==> config.mk <==
export PLATFORM = sky130hd
export DESIGN_NAME = out_read_arbiter_flat
export DESIGN_NICKNAME = d
export VERILOG_FILES = /design/src/rtl/out_read_arbiter_if.sv /design/src/rtl/out_read_arbiter.sv /design/src/flat_wrapper.sv
export SDC_FILE = /design/constraint.sdc
export NUM_CORES = 1
export LEC_CHECK = 0
export CAP_MARGIN = 10
export CORE_MARGIN = 1
export CORE_UTILIZATION = 49
export DETAILED_ROUTE_END_ITERATION = 10
export GPL_TIMING_DRIVEN = 0
export PLACE_DENSITY = 0.82
export SYNTH_ARGS = -nofsm -noshare
export SYNTH_HDL_FRONTEND = slang
export SYNTH_SLANG_ARGS = --single-unit
==> constraint.sdc <==
create_clock -name CLK_25 -period 3.23 [get_ports CLK_25]
set_clock_uncertainty 0.2 [all_clocks]
set_input_delay 0.323 -clock CLK_25 [delete_from_list [all_inputs] [get_ports CLK_25]]
set_output_delay 0.323 -clock CLK_25 [all_outputs]
set_load 0.05 [all_outputs]
==> src/rtl/out_read_arbiter_if.sv <==
// Bus between the output read arbiter and its VGA/UART readers.
// master is the arbiter side; slave is the reader/capture side.
interface out_read_arbiter_if #(
    parameter int CNT_W = 10
);
    // Handshake: REQ is a level that the reader holds while it wants a row.
    // The arbiter answers with GNT and READ_EN high together for one whole row
    // burst. GNT is not withdrawn when REQ drops, and the readers cannot stall a burst.
    logic             MODE_SEL;
    logic             FRAME_READY;
    logic             VGA_REQ;
    logic             UART_REQ;
    logic             VGA_GNT;
    logic             UART_GNT;
    logic             READ_EN;
    logic [CNT_W-1:0] CNT_ROW;
    logic [CNT_W-1:0] CNT_COL;
    logic             ROW_DONE;
    logic             FRAME_DONE;
    logic             BUF_CHANGE;
    logic             ACTIVE_VGA;
    logic             ABORT;

    modport master (
        input  MODE_SEL, FRAME_READY, VGA_REQ, UART_REQ,
        output VGA_GNT, UART_GNT, READ_EN, CNT_ROW, CNT_COL,
               ROW_DONE, FRAME_DONE, BUF_CHANGE, ACTIVE_VGA, ABORT
    );

    modport slave (
        output MODE_SEL, FRAME_READY, VGA_REQ, UART_REQ,
        input  VGA_GNT, UART_GNT, READ_EN, CNT_ROW, CNT_COL,
               ROW_DONE, FRAME_DONE, BUF_CHANGE, ACTIVE_VGA, ABORT
    );
endinterface

==> src/rtl/out_read_arbiter.sv <==
// Frame-buffer readout sequencer: row bursts for the latched VGA/UART path plus ping-pong swap.
// Define OUT_ARB_TIMEOUT_EN to add the stalled-frame abort counter (ABORT is tied 0 otherwise).
module out_read_arbiter #(
    parameter int ROW_LEN = 640,
    parameter int ROWS    = 480,
    parameter int CNT_W   = 10,
    parameter int GAP     = 2,
    parameter int TIMEOUT = 65535
) (
    input  logic                  CLK_25,
    input  logic                  RESET_N,
    out_read_arbiter_if.master    bus,
    output logic [1:0]            dbg_state_o
);

    localparam int GAP_W = (GAP > 1) ? $clog2(GAP) : 1;

    if (GAP < 1) begin : g_bad_gap
        $error("GAP must be at least 1");
    end
    if (ROW_LEN < 1 || ROWS < 1 || (1 << CNT_W) < ROW_LEN || (1 << CNT_W) < ROWS) begin : g_bad_cnt
        $error("CNT_W too narrow for ROW_LEN/ROWS");
    end
    if (TIMEOUT < 1) begin : g_bad_timeout
        $error("TIMEOUT must be at least 1");
    end

    typedef enum logic [1:0] {
        S_IDLE  = 2'd0,
        S_BURST = 2'd1,
        S_GAP   = 2'd2
    } state_t;

    state_t             state_q;
    logic [GAP_W-1:0]   gap_q;
    logic [CNT_W-1:0]   row_q;
    logic [CNT_W-1:0]   col_q;
    logic               read_en_q;
    logic               vga_gnt_q;
    logic               uart_gnt_q;
    logic               row_done_q;
    logic               frame_done_q;
    logic               buf_q;
    logic               act_vga_q;
    logic               pending_q;

    logic               act_vga_d;
    logic               act_req_d;
    logic               last_word_d;
    logic               last_row_d;
    logic               swap_d;

    // The path only re-latches while sitting at the top of a frame, so the
    // request decision in IDLE uses the value that is about to be latched.
    always_comb begin
        act_vga_d   = (row_q == '0) ? bus.MODE_SEL : act_vga_q;
        act_req_d   = act_vga_d ? bus.VGA_REQ : bus.UART_REQ;
        last_word_d = (col_q == CNT_W'(ROW_LEN - 1));
        last_row_d  = (row_q == CNT_W'(ROWS - 1));
        swap_d      = pending_q | bus.FRAME_READY;
    end

`ifdef OUT_ARB_TIMEOUT_EN
    localparam int TO_W = $clog2(TIMEOUT + 1);
    logic [TO_W-1:0] to_q;
    logic            abort_q;
`endif

    always_ff @(posedge CLK_25) begin
        if (!RESET_N) begin
            state_q      <= S_IDLE;
            gap_q        <= '0;
            row_q        <= '0;
            col_q        <= '0;
            read_en_q    <= 1'b0;
            vga_gnt_q    <= 1'b0;
            uart_gnt_q   <= 1'b0;
            row_done_q   <= 1'b0;
            frame_done_q <= 1'b0;
            buf_q        <= 1'b0;
            act_vga_q    <= 1'b0;
            pending_q    <= 1'b0;
`ifdef OUT_ARB_TIMEOUT_EN
            to_q         <= '0;
            abort_q      <= 1'b0;
`endif
        end else begin
            row_done_q   <= 1'b0;
            frame_done_q <= 1'b0;
            if (bus.FRAME_READY) begin
                pending_q <= 1'b1;
            end
`ifdef OUT_ARB_TIMEOUT_EN
            abort_q <= 1'b0;
            to_q    <= '0;
`endif
            case (state_q)
                S_IDLE: begin
                    act_vga_q <= act_vga_d;
                    if (act_req_d) begin
                        state_q    <= S_BURST;
                        read_en_q  <= 1'b1;
                        vga_gnt_q  <= act_vga_d;
                        uart_gnt_q <= ~act_vga_d;
                        col_q      <= '0;
                    end
`ifdef OUT_ARB_TIMEOUT_EN
                    // A reader that stops asking mid-frame would otherwise pin
                    // the path forever; give up on the frame after TIMEOUT cycles.
                    else if (row_q != '0) begin
                        if (to_q == TO_W'(TIMEOUT - 1)) begin
                            row_q   <= '0;
                            abort_q <= 1'b1;
                        end else begin
                            to_q <= to_q + TO_W'(1);
                        end
                    end
`endif
                end
                S_BURST: begin
                    if (last_word_d) begin
                        state_q    <= S_GAP;
                        gap_q      <= '0;
                        read_en_q  <= 1'b0;
                        vga_gnt_q  <= 1'b0;
                        uart_gnt_q <= 1'b0;
                        col_q      <= '0;
                        row_done_q <= 1'b1;
                        if (last_row_d) begin
                            row_q        <= '0;
                            frame_done_q <= 1'b1;
                            // A FRAME_READY arriving on this very edge is folded into the swap.
                            if (swap_d) begin
                                buf_q     <= ~buf_q;
                                pending_q <= 1'b0;
                            end
                        end else begin
                            row_q <= row_q + CNT_W'(1);
                        end
                    end else begin
                        col_q <= col_q + CNT_W'(1);
                    end
                end
                S_GAP: begin
                    if (gap_q == GAP_W'(GAP - 1)) begin
                        state_q <= S_IDLE;
                    end else begin
                        gap_q <= gap_q + GAP_W'(1);
                    end
                end
                default: begin
                    state_q <= S_IDLE;
                end
            endcase
        end
    end

    assign bus.VGA_GNT    = vga_gnt_q;
    assign bus.UART_GNT   = uart_gnt_q;
    assign bus.READ_EN    = read_en_q;
    assign bus.CNT_ROW    = row_q;
    assign bus.CNT_COL    = col_q;
    assign bus.ROW_DONE   = row_done_q;
    assign bus.FRAME_DONE = frame_done_q;
    assign bus.BUF_CHANGE = buf_q;
    assign bus.ACTIVE_VGA = act_vga_q;
`ifdef OUT_ARB_TIMEOUT_EN
    assign bus.ABORT      = abort_q;
`else
    assign bus.ABORT      = 1'b0;
`endif
    assign dbg_state_o    = state_q;

endmodule

==> src/flat_wrapper.sv <==
// flat-port wrapper written by rule: the top's interface ports become plain ports
module out_read_arbiter_flat 
#(
    parameter int ROW_LEN = 640,
    parameter int ROWS    = 480,
    parameter int CNT_W   = 10,
    parameter int GAP     = 2,
    parameter int TIMEOUT = 65535
)
  (CLK_25, RESET_N, dbg_state_o, bus_MODE_SEL, bus_FRAME_READY, bus_VGA_REQ, bus_UART_REQ, bus_VGA_GNT, bus_UART_GNT, bus_READ_EN, bus_CNT_ROW, bus_CNT_COL, bus_ROW_DONE, bus_FRAME_DONE, bus_BUF_CHANGE, bus_ACTIVE_VGA, bus_ABORT);
  out_read_arbiter_if #(.CNT_W(CNT_W)) bus_i ();
  input  logic CLK_25;
  input  logic RESET_N;
  output logic [1:0] dbg_state_o;
  input wire logic [$bits(bus_i.MODE_SEL)-1:0] bus_MODE_SEL;
  input wire logic [$bits(bus_i.FRAME_READY)-1:0] bus_FRAME_READY;
  input wire logic [$bits(bus_i.VGA_REQ)-1:0] bus_VGA_REQ;
  input wire logic [$bits(bus_i.UART_REQ)-1:0] bus_UART_REQ;
  output wire logic [$bits(bus_i.VGA_GNT)-1:0] bus_VGA_GNT;
  output wire logic [$bits(bus_i.UART_GNT)-1:0] bus_UART_GNT;
  output wire logic [$bits(bus_i.READ_EN)-1:0] bus_READ_EN;
  output wire logic [$bits(bus_i.CNT_ROW)-1:0] bus_CNT_ROW;
  output wire logic [$bits(bus_i.CNT_COL)-1:0] bus_CNT_COL;
  output wire logic [$bits(bus_i.ROW_DONE)-1:0] bus_ROW_DONE;
  output wire logic [$bits(bus_i.FRAME_DONE)-1:0] bus_FRAME_DONE;
  output wire logic [$bits(bus_i.BUF_CHANGE)-1:0] bus_BUF_CHANGE;
  output wire logic [$bits(bus_i.ACTIVE_VGA)-1:0] bus_ACTIVE_VGA;
  output wire logic [$bits(bus_i.ABORT)-1:0] bus_ABORT;
  assign bus_i.MODE_SEL = bus_MODE_SEL;
  assign bus_i.FRAME_READY = bus_FRAME_READY;
  assign bus_i.VGA_REQ = bus_VGA_REQ;
  assign bus_i.UART_REQ = bus_UART_REQ;
  assign bus_VGA_GNT = bus_i.VGA_GNT;
  assign bus_UART_GNT = bus_i.UART_GNT;
  assign bus_READ_EN = bus_i.READ_EN;
  assign bus_CNT_ROW = bus_i.CNT_ROW;
  assign bus_CNT_COL = bus_i.CNT_COL;
  assign bus_ROW_DONE = bus_i.ROW_DONE;
  assign bus_FRAME_DONE = bus_i.FRAME_DONE;
  assign bus_BUF_CHANGE = bus_i.BUF_CHANGE;
  assign bus_ACTIVE_VGA = bus_i.ACTIVE_VGA;
  assign bus_ABORT = bus_i.ABORT;
  out_read_arbiter #(.ROW_LEN(ROW_LEN), .ROWS(ROWS), .CNT_W(CNT_W), .GAP(GAP), .TIMEOUT(TIMEOUT)) u_core (.CLK_25(CLK_25), .RESET_N(RESET_N), .bus(bus_i), .dbg_state_o(dbg_state_o));
endmodule
Yosys cells after proc, flatten, opt, wreduce, memory -nomap -nowiden
Cells that the tools add are included.

word-level totals
  bits in registers = 31

cells by class
  add/subtract/negate cells = 3
  eq/ne operators = 7
  multiplexer cells = 26
  bitwise operators = 3
  reduce and logical (&&, ||, !) cells = 12

operators with widths
  kind                   count
  $mux 10                3
  $add 10x1->10 const B  2
  $pmux 10 s2            1
  $mux 1                 14
  $eq 10x10->1 const B   1
  $eq 10x9->1 const B    1
  $logic_not 10->1       1
  $reduce_and 3->1       3
  $pmux 1 s2             4
  $reduce_and 2->1       4
  $mux 2                 3
  $ne 2x1->1 const B     3
  $pmux 2 s3             1
  $reduce_and 4->1       1
  $reduce_bool 2->1      2
  $eq 2x1->1 const B     1
  $eq 2x2->1 const B     1
  $logic_not 2->1        1
  $not 1->1              2
  $add 1x1->1 const B    1
  $or 1x1->1             1

Depth between registers and ports, before layout
Gate-level depths: netlist of the first run.

  word-level depth = 5
  depth in mapped cells = 7

Worst setup path after synthesis of the first run
No wires, ideal clock.

  kind = register to register
  from = register u_core.col_q[0], in the netlist u_core.bus.CNT_COL[0]
  to = register u_core.row_q[9], in the netlist u_core.bus.CNT_ROW[9]
  library setup time = 0.130 ns
  data arrival time = 2.355 ns
  data required time = 2.900 ns
  path slack = 0.545 ns
  cell stages (with the launch flop) = 8
  buffers on the path = 1
  clock period less this slack = 2.685 ns
  path through = dfxtp_1 ha_1 nand3_1 or4_4 buf_6 nor4_4 xnor2_1 nor2_2

on the way
  word-level cells in the longest chain between the ends = 2

RTL lines
  what                               RTL line                 RTL
  start, declared                    out_read_arbiter.sv:37   logic [CNT_W-1:0] col_q;
  start signal, assigned             out_read_arbiter.sv:141  col_q <= col_q + CNT_W'(1);
  $eq 10x10->1                       out_read_arbiter.sv:58   last_word_d = (col_q == CNT_W'(ROW_LEN - 1));
  $reduce_and 2->1 (no source line)  n/a
  end signal, assigned               out_read_arbiter.sv:138  row_q <= row_q + CNT_W'(1);
  end, declared                      out_read_arbiter.sv:36   logic [CNT_W-1:0] row_q;

Every way passes these cells.
A chain may end at the register's enable or synchronous reset.

Final worst setup path of the first run
  from = register u_core.col_q[0], in the netlist u_core.bus.CNT_COL[0]
  to = register u_core.row_q[8], in the netlist u_core.bus.CNT_ROW[8]

Same word-level chain as after synthesis.

==> results.toml, run 1 <==
[outcome]
outcome = "finished, violations left"
violations = "design-rule violations"

[cts]
post_cts_resized = 0
clock_latency_ns = 0.34
path_clk_slew_ns = 0.10
clk_path_buf_depth = 2
cts.sink_count = 31
postCtsSetupBuffers = 0
cts_tree = "done"
ctsHoldBuffers = 0
cts.htree.levels = 2
cts_root_buf = "clkbuf_4"
cts_buffers = 5

[timing]
hold_viol = 0
final-max-slew-violation-count = 0
slew_headroom = 0.371
period_needed_ns = 2.66
finalSetupViolCount = 0
fin_tns_setup_ns = 0
rsz0062_at_grt = "false"
whs_ns = 0.267
clock.fmax_mhz = 376
fin_crit_sh = 0.824
tightest_slew_ns = 0.928

[yosys]
synth_top_area_frac = 0.408
synth.most_common_cell = "dfxtp_1"
yosys_warnings = 0
ys_seq_area_frac = 0.408
syn_area_per_cell_sq_um = 8.64
ys.flop_type = "dfxtp_1"
async_reset_ff_frac = 0
synth-edff-count = 0
syn_nets = 185
ys_types = 46
synth_seq_cells = 31
synth.area.top_cells = "dfxtp_1, nand3_1, xnor2_1"
yosys.area.top_type = "dfxtp_1"
synthCells = 176
syn_area_sq_mm = 0.00152
synth.top_cells.by_count = "dfxtp_1, nand3_1, nor2_1"

[floorplanning]
die_h_um = 57.7
die-area_sq_mm = 0.00333
core_area_sq_mm = 0.00285
initial_core_util = 0.533
die_w_um = 57.7
ios = 36
rows = 19

[final_layout]
final_nets = 226
utilization = 0.696
area_growth_pct = 30.6
n_antenna_cell = 0
drive_gt1_frac = 0.0963

[grt]
first_global_vias = 1369
grt_max_degree = 11
antenna_found_initial = 0
grt_pass1_wl_um = 6020
grt_use_total = 0.236
overflow = 0

[critical_path]
critical_path_class = "reg -> reg"
reg2reg_from = "u_core.bus.CNT_COL[0]$_SDFFE_PN0P_"
crit_arrival_ns = 2.67
endpoint_kind = "flop"
worstPathRequired_ns = 3.24
critPathMaxFanout = 10
r2r_end = "u_core.bus.CNT_ROW[8]$_SDFFE_PN0P_"
ff2ff_path_depth = 6
ff2ff_setup_slack_ns = 0.57
start_kind = "flop"

[detailed_routing]
drtAntennaViolNets = 0
vias_per_cell = 5.77
drt_iter0_markers = 49
drc = 1
dr_total_vias = 1437
drtPass1Iterations = 10
totalWireLength_um = 3610
wl_per_cell_um = 14.5

[worst_hold_path]
min_from = "u_core.pending_q$_SDFF_PN0_"
whs_endpoint = "u_core.pending_q$_SDFF_PN0_"
hold_depth = 2
hold_path_class = "reg -> reg"

[run]
maxCapViolations = 0

[power_and_ir_drop]
p_leak_nw = 0.703
p_per_area_mw_per_mm2 = 410
total_power_uw = 813
ir_drop_v = 0.000390

[placed_design]
port_buffers = 34
place_congestion = 0.858
place_hpwl_um = 2650
cell type report:
type / instances / area [sq um]
Buffer: 4 / 26.3
Inverter: 8 / 30.0
Tap cell: 31 / 38.8
Sequential cell: 31 / 621
Clock buffer: 6 / 51.3
Multi-Input combinational cell: 133 / 843
Clock inverter: 2 / 35.0
Timing Repair Buffer: 34 / 340
Fill cell: 233 / 867
worst max-delay path, stage by stage (launching register included):
cell     delay, ns
dfxtp_1       0.43
ha_1          0.24
nand3_1       0.24
or4_4         0.60
buf_6         0.16
o21ai_1       0.53
nor2_1        0.12
stage by stage:
stage                     instance area, sq um  std cells  worst slack [ns]
after floorplan                           1520        176             0.545
after global placement                    1900        241             0.635
after detailed placement                  1900        241             0.588
after CTS                                 1990        249             0.557
after global routing                      1990        249             0.382
final                                     1990        249             0.568
cells by family (layout without fill, tap and decap cells):
| family | Yosys count | in the layout | share of synthesized area |
|---|---|---|---|
| DFF | 31 | 31 | 0.408 |
| muxes | 4 | 4 | 0.0272 |
| and+or+nand+nor | 81 | 81 | 0.295 |
| other | 1 | 1 | 0.00247 |
| buffers and inverters | 12 | 54 | 0.0370 |
| xor gates and xnor gates | 10 | 10 | 0.0576 |
| adders and majority gates | 3 | 3 | 0.0247 |
| AOI/OAI and AO/OA | 34 | 34 | 0.147 |
worst max-delay path by stage:
stage / from / cells after the start / to
global placement: u_core.bus.CNT_COL[0]$_SDFFE_PN0P_ / 6 / u_core.bus.CNT_ROW[5]$_SDFFE_PN0P_
CTS: u_core.bus.CNT_COL[0]$_SDFFE_PN0P_ / 6 / u_core.bus.CNT_ROW[8]$_SDFFE_PN0P_
detailed placement: u_core.bus.CNT_COL[0]$_SDFFE_PN0P_ / 6 / u_core.bus.CNT_ROW[8]$_SDFFE_PN0P_
finish: u_core.bus.CNT_COL[0]$_SDFFE_PN0P_ / 6 / u_core.bus.CNT_ROW[8]$_SDFFE_PN0P_
floorplan: u_core.bus.CNT_COL[0]$_SDFFE_PN0P_ / 7 / u_core.bus.CNT_ROW[9]$_SDFFE_PN0P_
global route: u_core.bus.CNT_COL[0]$_SDFFE_PN0P_ / 6 / u_core.bus.CNT_ROW[7]$_SDFFE_PN0P_
sequential cells by signal, indices dropped and copies added (netlist names):
register               cells
u_core.bus.ACTIVE_VGA      1
u_core.bus.BUF_CHANGE      1
u_core.bus.CNT_COL        10
u_core.bus.CNT_ROW        10
u_core.bus.FRAME_DONE      1
u_core.bus.READ_EN         1
u_core.bus.ROW_DONE        1
u_core.bus.UART_GNT        1
u_core.bus.VGA_GNT         1
u_core.dbg_state_o         2
u_core.gap_q               1
u_core.pending_q           1
placed cells by master, fill, tap and decap left out, drive strengths merged, types with 2 or more instances in the layout:
cell type / instances
clkdlybuf4s50: 34
nand3: 15
clkbuf: 8
nor2: 16
xnor2: 7
mux2i: 3
inv: 8
a21oi: 6
nand4: 5
o21ai: 12
a31oi: 2
nand2: 13
or3: 3
ha: 3
nor3: 9
buf: 2
nor4: 2
o21a: 2
and2: 6
nor3b: 2
a21boi: 4
nor2b: 3
xor2: 3
dfxtp: 31
metal layers:
layer	GRT usage	up-vias	part of all wire
li1	-	704	-
met1	0.292	668	0.43
met2	0.380	58	0.51
met3	0.0424	7	0.045
met4	0.150	0	0.019
met5	0	-	0
report_power, final:
group | switching (mW) | total [mW] | internal, mW
combinational | 0.0592 | 0.0927 | 0.0334
clock | 0.141 | 0.324 | 0.183
sequential | 0.00734 | 0.397 | 0.390
Note: power is estimated with default switching activity, not from simulation.
==> run 2, diff against run 1 <==
Settings changed: CORE_UTILIZATION 49 to 44, PLACE_DENSITY 0.82 to 0.78.
Clock period 3.23 ns to 2.3 ns, I/O delays scaled along.
==> results.toml, run 2 (synthesis results as in run 1) <==
[critical_path]
r2r_end = "u_core.bus.CNT_ROW[9]$_SDFFE_PN0P_"
endpoint_kind = "flop"
ff2ff_setup_slack_ns = 0.09
cpMaxStageDelayCell = "or4_4"
max_stage_delay_ns = 0.45
cp-endpoint = "u_core.bus.CNT_ROW[9]$_SDFFE_PN0P_"
path_buf_inv = 1
cp_num_cells = 6
start_kind = "flop"
crit_start = "u_core.bus.CNT_COL[7]$_SDFFE_PN0P_"
crit_arrival_ns = 2.23
critPathMaxFanout = 10
worstPathCellList = "or3b_4, or4_4, buf_6, nor4_4, xnor2_1, nor2_2"
worstPathRequired_ns = 2.32
critPathTopFamily = "simple AND/OR/NAND/NOR gates"
reg2reg_from = "u_core.bus.CNT_COL[7]$_SDFFE_PN0P_"
ff2ff_path_depth = 6
critical_path_class = "reg -> reg"

[cts]
path_clk_slew_ns = 0.09
ctsHoldBuffers = 0
cts_tree = "done"
clk_path_buf_depth = 2
postCtsSetupBuffers = 0
clock_latency_ns = 0.33
cts.htree.levels = 2
cts.sink_count = 31
cts_root_buf = "clkbuf_4"
cts_buffers = 5

[detailed_routing]
dr_total_vias = 1416
drtAntennaViolNets = 0
totalWireLength_um = 3520
drt_iter0_markers = 29
drc = 0
wl_per_cell_um = 13.4
vias_per_cell = 5.40
drtPass1Iterations = 4

[power_and_ir_drop]
p_per_area_mw_per_mm2 = 483
p_leak_nw = 0.692
p_clk_frac = 0.295
p_sw_frac = 0.279
p_switching_uw = 274
power_frac_comb = 0.137
total_power_uw = 984
ir_drop_v = 0.000389
p_int_uw = 709
sequentialPowerShare = 0.568

[timing]
rsz0062_at_grt = "false"
fin_crit_sh = 0.961
fin_tns_setup_ns = 0
layout_setup_ws_ns = 0.0890
hold_viol = 0
period_needed_ns = 2.21
slew_headroom = 0.530
tightest_slew_ns = 0.699
finalSetupViolCount = 0
final-max-slew-violation-count = 0
clock.fmax_mhz = 452

[outcome]
outcome = "complete, no violations"

[placed_design]
place_hpwl_um = 2510
port_buffers = 34
place_congestion = 0.833
dpl-instance-area_sq_mm = 0.00194
pre_cts_slack_ns = -0.152

[grt]
antenna_found_initial = 0
overflow = 0
grt_max_degree = 11
grt_pass1_wl_um = 5610
first_global_vias = 1285
grt_use_total = 0.207

[floorplanning]
core_area_sq_mm = 0.00315
ios = 36
die-area_sq_mm = 0.00369
rows = 20
initial_core_util = 0.482
die_h_um = 60.8
die_w_um = 60.8

[final_layout]
layout_common_cells = "clkdlybuf4s50_1, dfxtp_1, nor2_1, nand3_1, nand2_1"
n_antenna_cell = 0
multiInputGateArea_sq_um = 895
stdcell_area_sq_mm = 0.00204
drive_gt1_frac = 0.161
final_nets = 226
utilization = 0.646
final_common_cell = "clkdlybuf4s50_1"
area_growth_pct = 33.9
fill_cells = 282
layout.area.seq_sq_um = 641

[worst_hold_path]
hold_path_class = "reg -> reg"
min_from = "u_core.pending_q$_SDFF_PN0_"

[run]
maxCapViolations = 0
[run 2: worst min path at each step]
stage	depth (start not counted)	end	slack (ns)
3_3_place_gp	2	u_core.pending_q$_SDFF_PN0_	0.23
5_1_grt	2	u_core.bus.CNT_COL[9]$_SDFFE_PN0P_	0.31
4_1_cts	2	u_core.pending_q$_SDFF_PN0_	0.29
2_1_floorplan	2	u_core.pending_q$_SDFF_PN0_	0.16
3_5_place_dp	2	u_core.pending_q$_SDFF_PN0_	0.27
6_report	2	u_core.pending_q$_SDFF_PN0_	0.28
[run 2: cell type report]
cell class                 instances  area share
timing repair buffer              34       0.167
clock inverter                     2     0.00369
tap                               44      0.0270
sequential                        31       0.315
buffer                             4      0.0129
inverter                           8      0.0148
multi-input combinational        133       0.439
clock buffer                       6      0.0203
[run 2: routing by layer]
layer,GRT usage,share of wire
met1,0.260,0.48
met3,0.0576,0.039
met5,0,0
met2,0.339,0.46
met4,0.0812,0.014
[run 2: timing repair]
item / CTS / global route
setup endpoints to repair: 17 / 10
pin swaps: 0 / 2
gates cloned: 0 / 0
endpoints found under the hold margin: 0 / 0
resized for setup: 4 / 2
[run 2: worst reg2reg max path: stages, from the launching register on]
cell and delay, ns:
dfxtp_2 0.37, or3b_4 0.43, or4_4 0.45, buf_6 0.17
nor4_4 0.28, xnor2_1 0.17, nor2_2 0.04
[run 2: per-stage QoR]
step | hold WS (ns) | std cells
2_1_floorplan | 0.160 | 176
4_1_cts | 0.291 | 262
5_1_grt | 0.307 | 262
3_5_place_dp | 0.270 | 254
6_report | 0.278 | 262
3_3_place_gp | 0.234 | 254
[run 2: power by group through the flow]
stage                     registers (mW)  clock network (mW)  logic (mW)
after global routing               0.561               0.322       0.145
after detailed placement           0.570                   0       0.129
after global placement             0.569                   0       0.128
after floorplan                    0.602                   0      0.0532
after CTS                          0.558               0.299       0.133
final                              0.559               0.290       0.135
==> run 3, diff against run 2 <==
Settings changed: CORE_UTILIZATION 44 to 49, PLACE_DENSITY 0.78 to 0.82.
Clock period 2.3 ns to 2.15 ns, I/O delays scaled along.
==> results.toml, run 3 (synthesis results as in run 1) <==
[outcome]
outcome = "finished, violations left"
violations = "design-rule violations, negative setup slack"

[placed_design]
port_buffers = 34
dpl.cell_count = 241
dpl-instance-area_sq_mm = 0.00195
place_congestion = 0.836
place_hpwl_um = 2590

[critical_path]
max_stage_delay_ns = 0.56
crit_arrival_ns = 2.31
critical_path_class = "reg -> reg"
cpMaxStageDelayCell = "or4_4"
critPathMaxFanout = 5
worstPathRequired_ns = 2.23
start_kind = "flop"
critPathTopFamily = "simple AND/OR/NAND/NOR gates"
path_buf_inv = 0
endpoint_kind = "flop"
worstPathCellList = "or3b_4, or4_4, or3_2, a21oi_2"

[floorplanning]
die-area_sq_mm = 0.00333
die_w_um = 57.7
die_h_um = 57.7
initial_core_util = 0.533
rows = 19
ios = 36
core_area_sq_mm = 0.00285

[power_and_ir_drop]
p_per_area_mw_per_mm2 = 566
sequentialPowerShare = 0.475
power_frac_comb = 0.132
p_leak_nw = 0.819
p_clk_frac = 0.393
ir_drop_v = 0.000476
total_power_mw = 1.25
p_int_uw = 918
p_sw_frac = 0.264
p_switching_uw = 330

[detailed_routing]
drt_iter0_markers = 95
drtAntennaViolNets = 0
drtPass1Iterations = 10
drc = 1
wl_per_cell_um = 16.4
dr_total_vias = 1544
totalWireLength_um = 4250
vias_per_cell = 5.96

[final_layout]
fill_cells = 203
stdcell_area_sq_mm = 0.00221
finalNonFillerCells = 259
layout_common_cells = "clkdlybuf4s50_1, dfxtp_1, nor2_1, nand3_1, nand2_1"
n_antenna_cell = 0
layout.area.seq_sq_um = 651
final_nets = 236
area_growth_pct = 45.1
multiInputGateArea_sq_um = 956
final_common_cell = "clkdlybuf4s50_1"
drive_gt1_frac = 0.237

[grt]
grt_max_degree = 11
first_global_vias = 1306
antenna_found_initial = 0
grt_use_total = 0.234
overflow = 0
grt_pass1_wl_um = 5920

[timing]
whs_ns = 0.278
final-max-slew-violation-count = 0
slew_headroom = 0.661
rsz0062_at_grt = "true"
layout_setup_ws_ns = -0.0836
fin_crit_sh = 1.04
period_needed_ns = 2.23
tightest_slew_ns = 0.508
clock.fmax_mhz = 448
fin_tns_setup_ns = -0.388
hold_viol = 0
finalSetupViolCount = 10

[cts]
clock_latency_ns = 0.34
cts.htree.levels = 2
ctsHoldBuffers = 0
cts_tree = "done"
cts.sink_count = 31
path_clk_slew_ns = 0.11
cts_root_buf = "clkbuf_4"
cts_buffers = 5
clk_path_buf_depth = 2

[run]
maxCapViolations = 0

[worst_hold_path]
hold_path_class = "reg -> reg"
[run 3: final cells by class]
| cell class | count | share of cell area |
|---|---|---|
| Sequential cell | 31 | 0.295 |
| Timing Repair Buffer | 43 | 0.188 |
| Buffer | 4 | 0.0136 |
| Clock inverter | 2 | 0.0159 |
| Tap cell | 31 | 0.0176 |
| Inverter | 8 | 0.0136 |
| Multi-Input combinational cell | 134 | 0.433 |
| Clock buffer | 6 | 0.0233 |
[run 3: tightest hold or removal path: cells and delay by family (launching register included)]
family / cells / cell delay [ns]
flops: 1 / 0.32
simple gates: 2 / 0.13
[run 3: power groups by stage]
stage | clock network, mW | logic, mW | registers (mW)
after floorplan | 0 | 0.0576 | 0.643
after global placement | 0 | 0.138 | 0.609
after detailed placement | 0 | 0.141 | 0.609
after CTS | 0.493 | 0.151 | 0.594
after global routing | 0.515 | 0.174 | 0.594
final | 0.491 | 0.165 | 0.593
[run 3: repair_timing]
action | in CTS | in global routing
endpoints found under the setup margin | 21 | 17
pin swaps | 1 | 11
setup buffers | 3 | 6
gates resized for setup | 8 | 9
cloned | 0 | 1
[run 3: path summary, 6_finish.rpt]
| path | startpoint | to | slack, ns | depth (start not counted) |
|---|---|---|---|---|
| setup / recovery | u_core.bus.CNT_COL[8]$_SDFFE_PN0P_ | u_core.bus.CNT_ROW[3]$_SDFFE_PN0P_ | -0.08 | 4 |
| hold / removal | u_core.pending_q$_SDFF_PN0_ | u_core.pending_q$_SDFF_PN0_ | 0.28 | 2 |
| setup reg to reg | u_core.bus.CNT_COL[8]$_SDFFE_PN0P_ | u_core.bus.CNT_ROW[3]$_SDFFE_PN0P_ | -0.08 | 4 |
| hold reg to reg | u_core.pending_q$_SDFF_PN0_ | u_core.pending_q$_SDFF_PN0_ | 0.28 | 2 |
[run 3: through the flow]
stage / utilization / setup WS, ns
floorplan: - / -0.0911
global placement: 0.682 / -0.129
detailed placement: 0.682 / -0.211
CTS: 0.737 / -0.0647
global route: 0.773 / -0.113
finish: 0.773 / -0.0836
[run 3: routing by layer]
layer	up-vias	wire, um	global-route usage
met5	-	0	0
met4	0	49	0.0952
met3	7	240	0.0759
met2	61	2180	0.395
met1	745	1780	0.275
li1	731	-	-
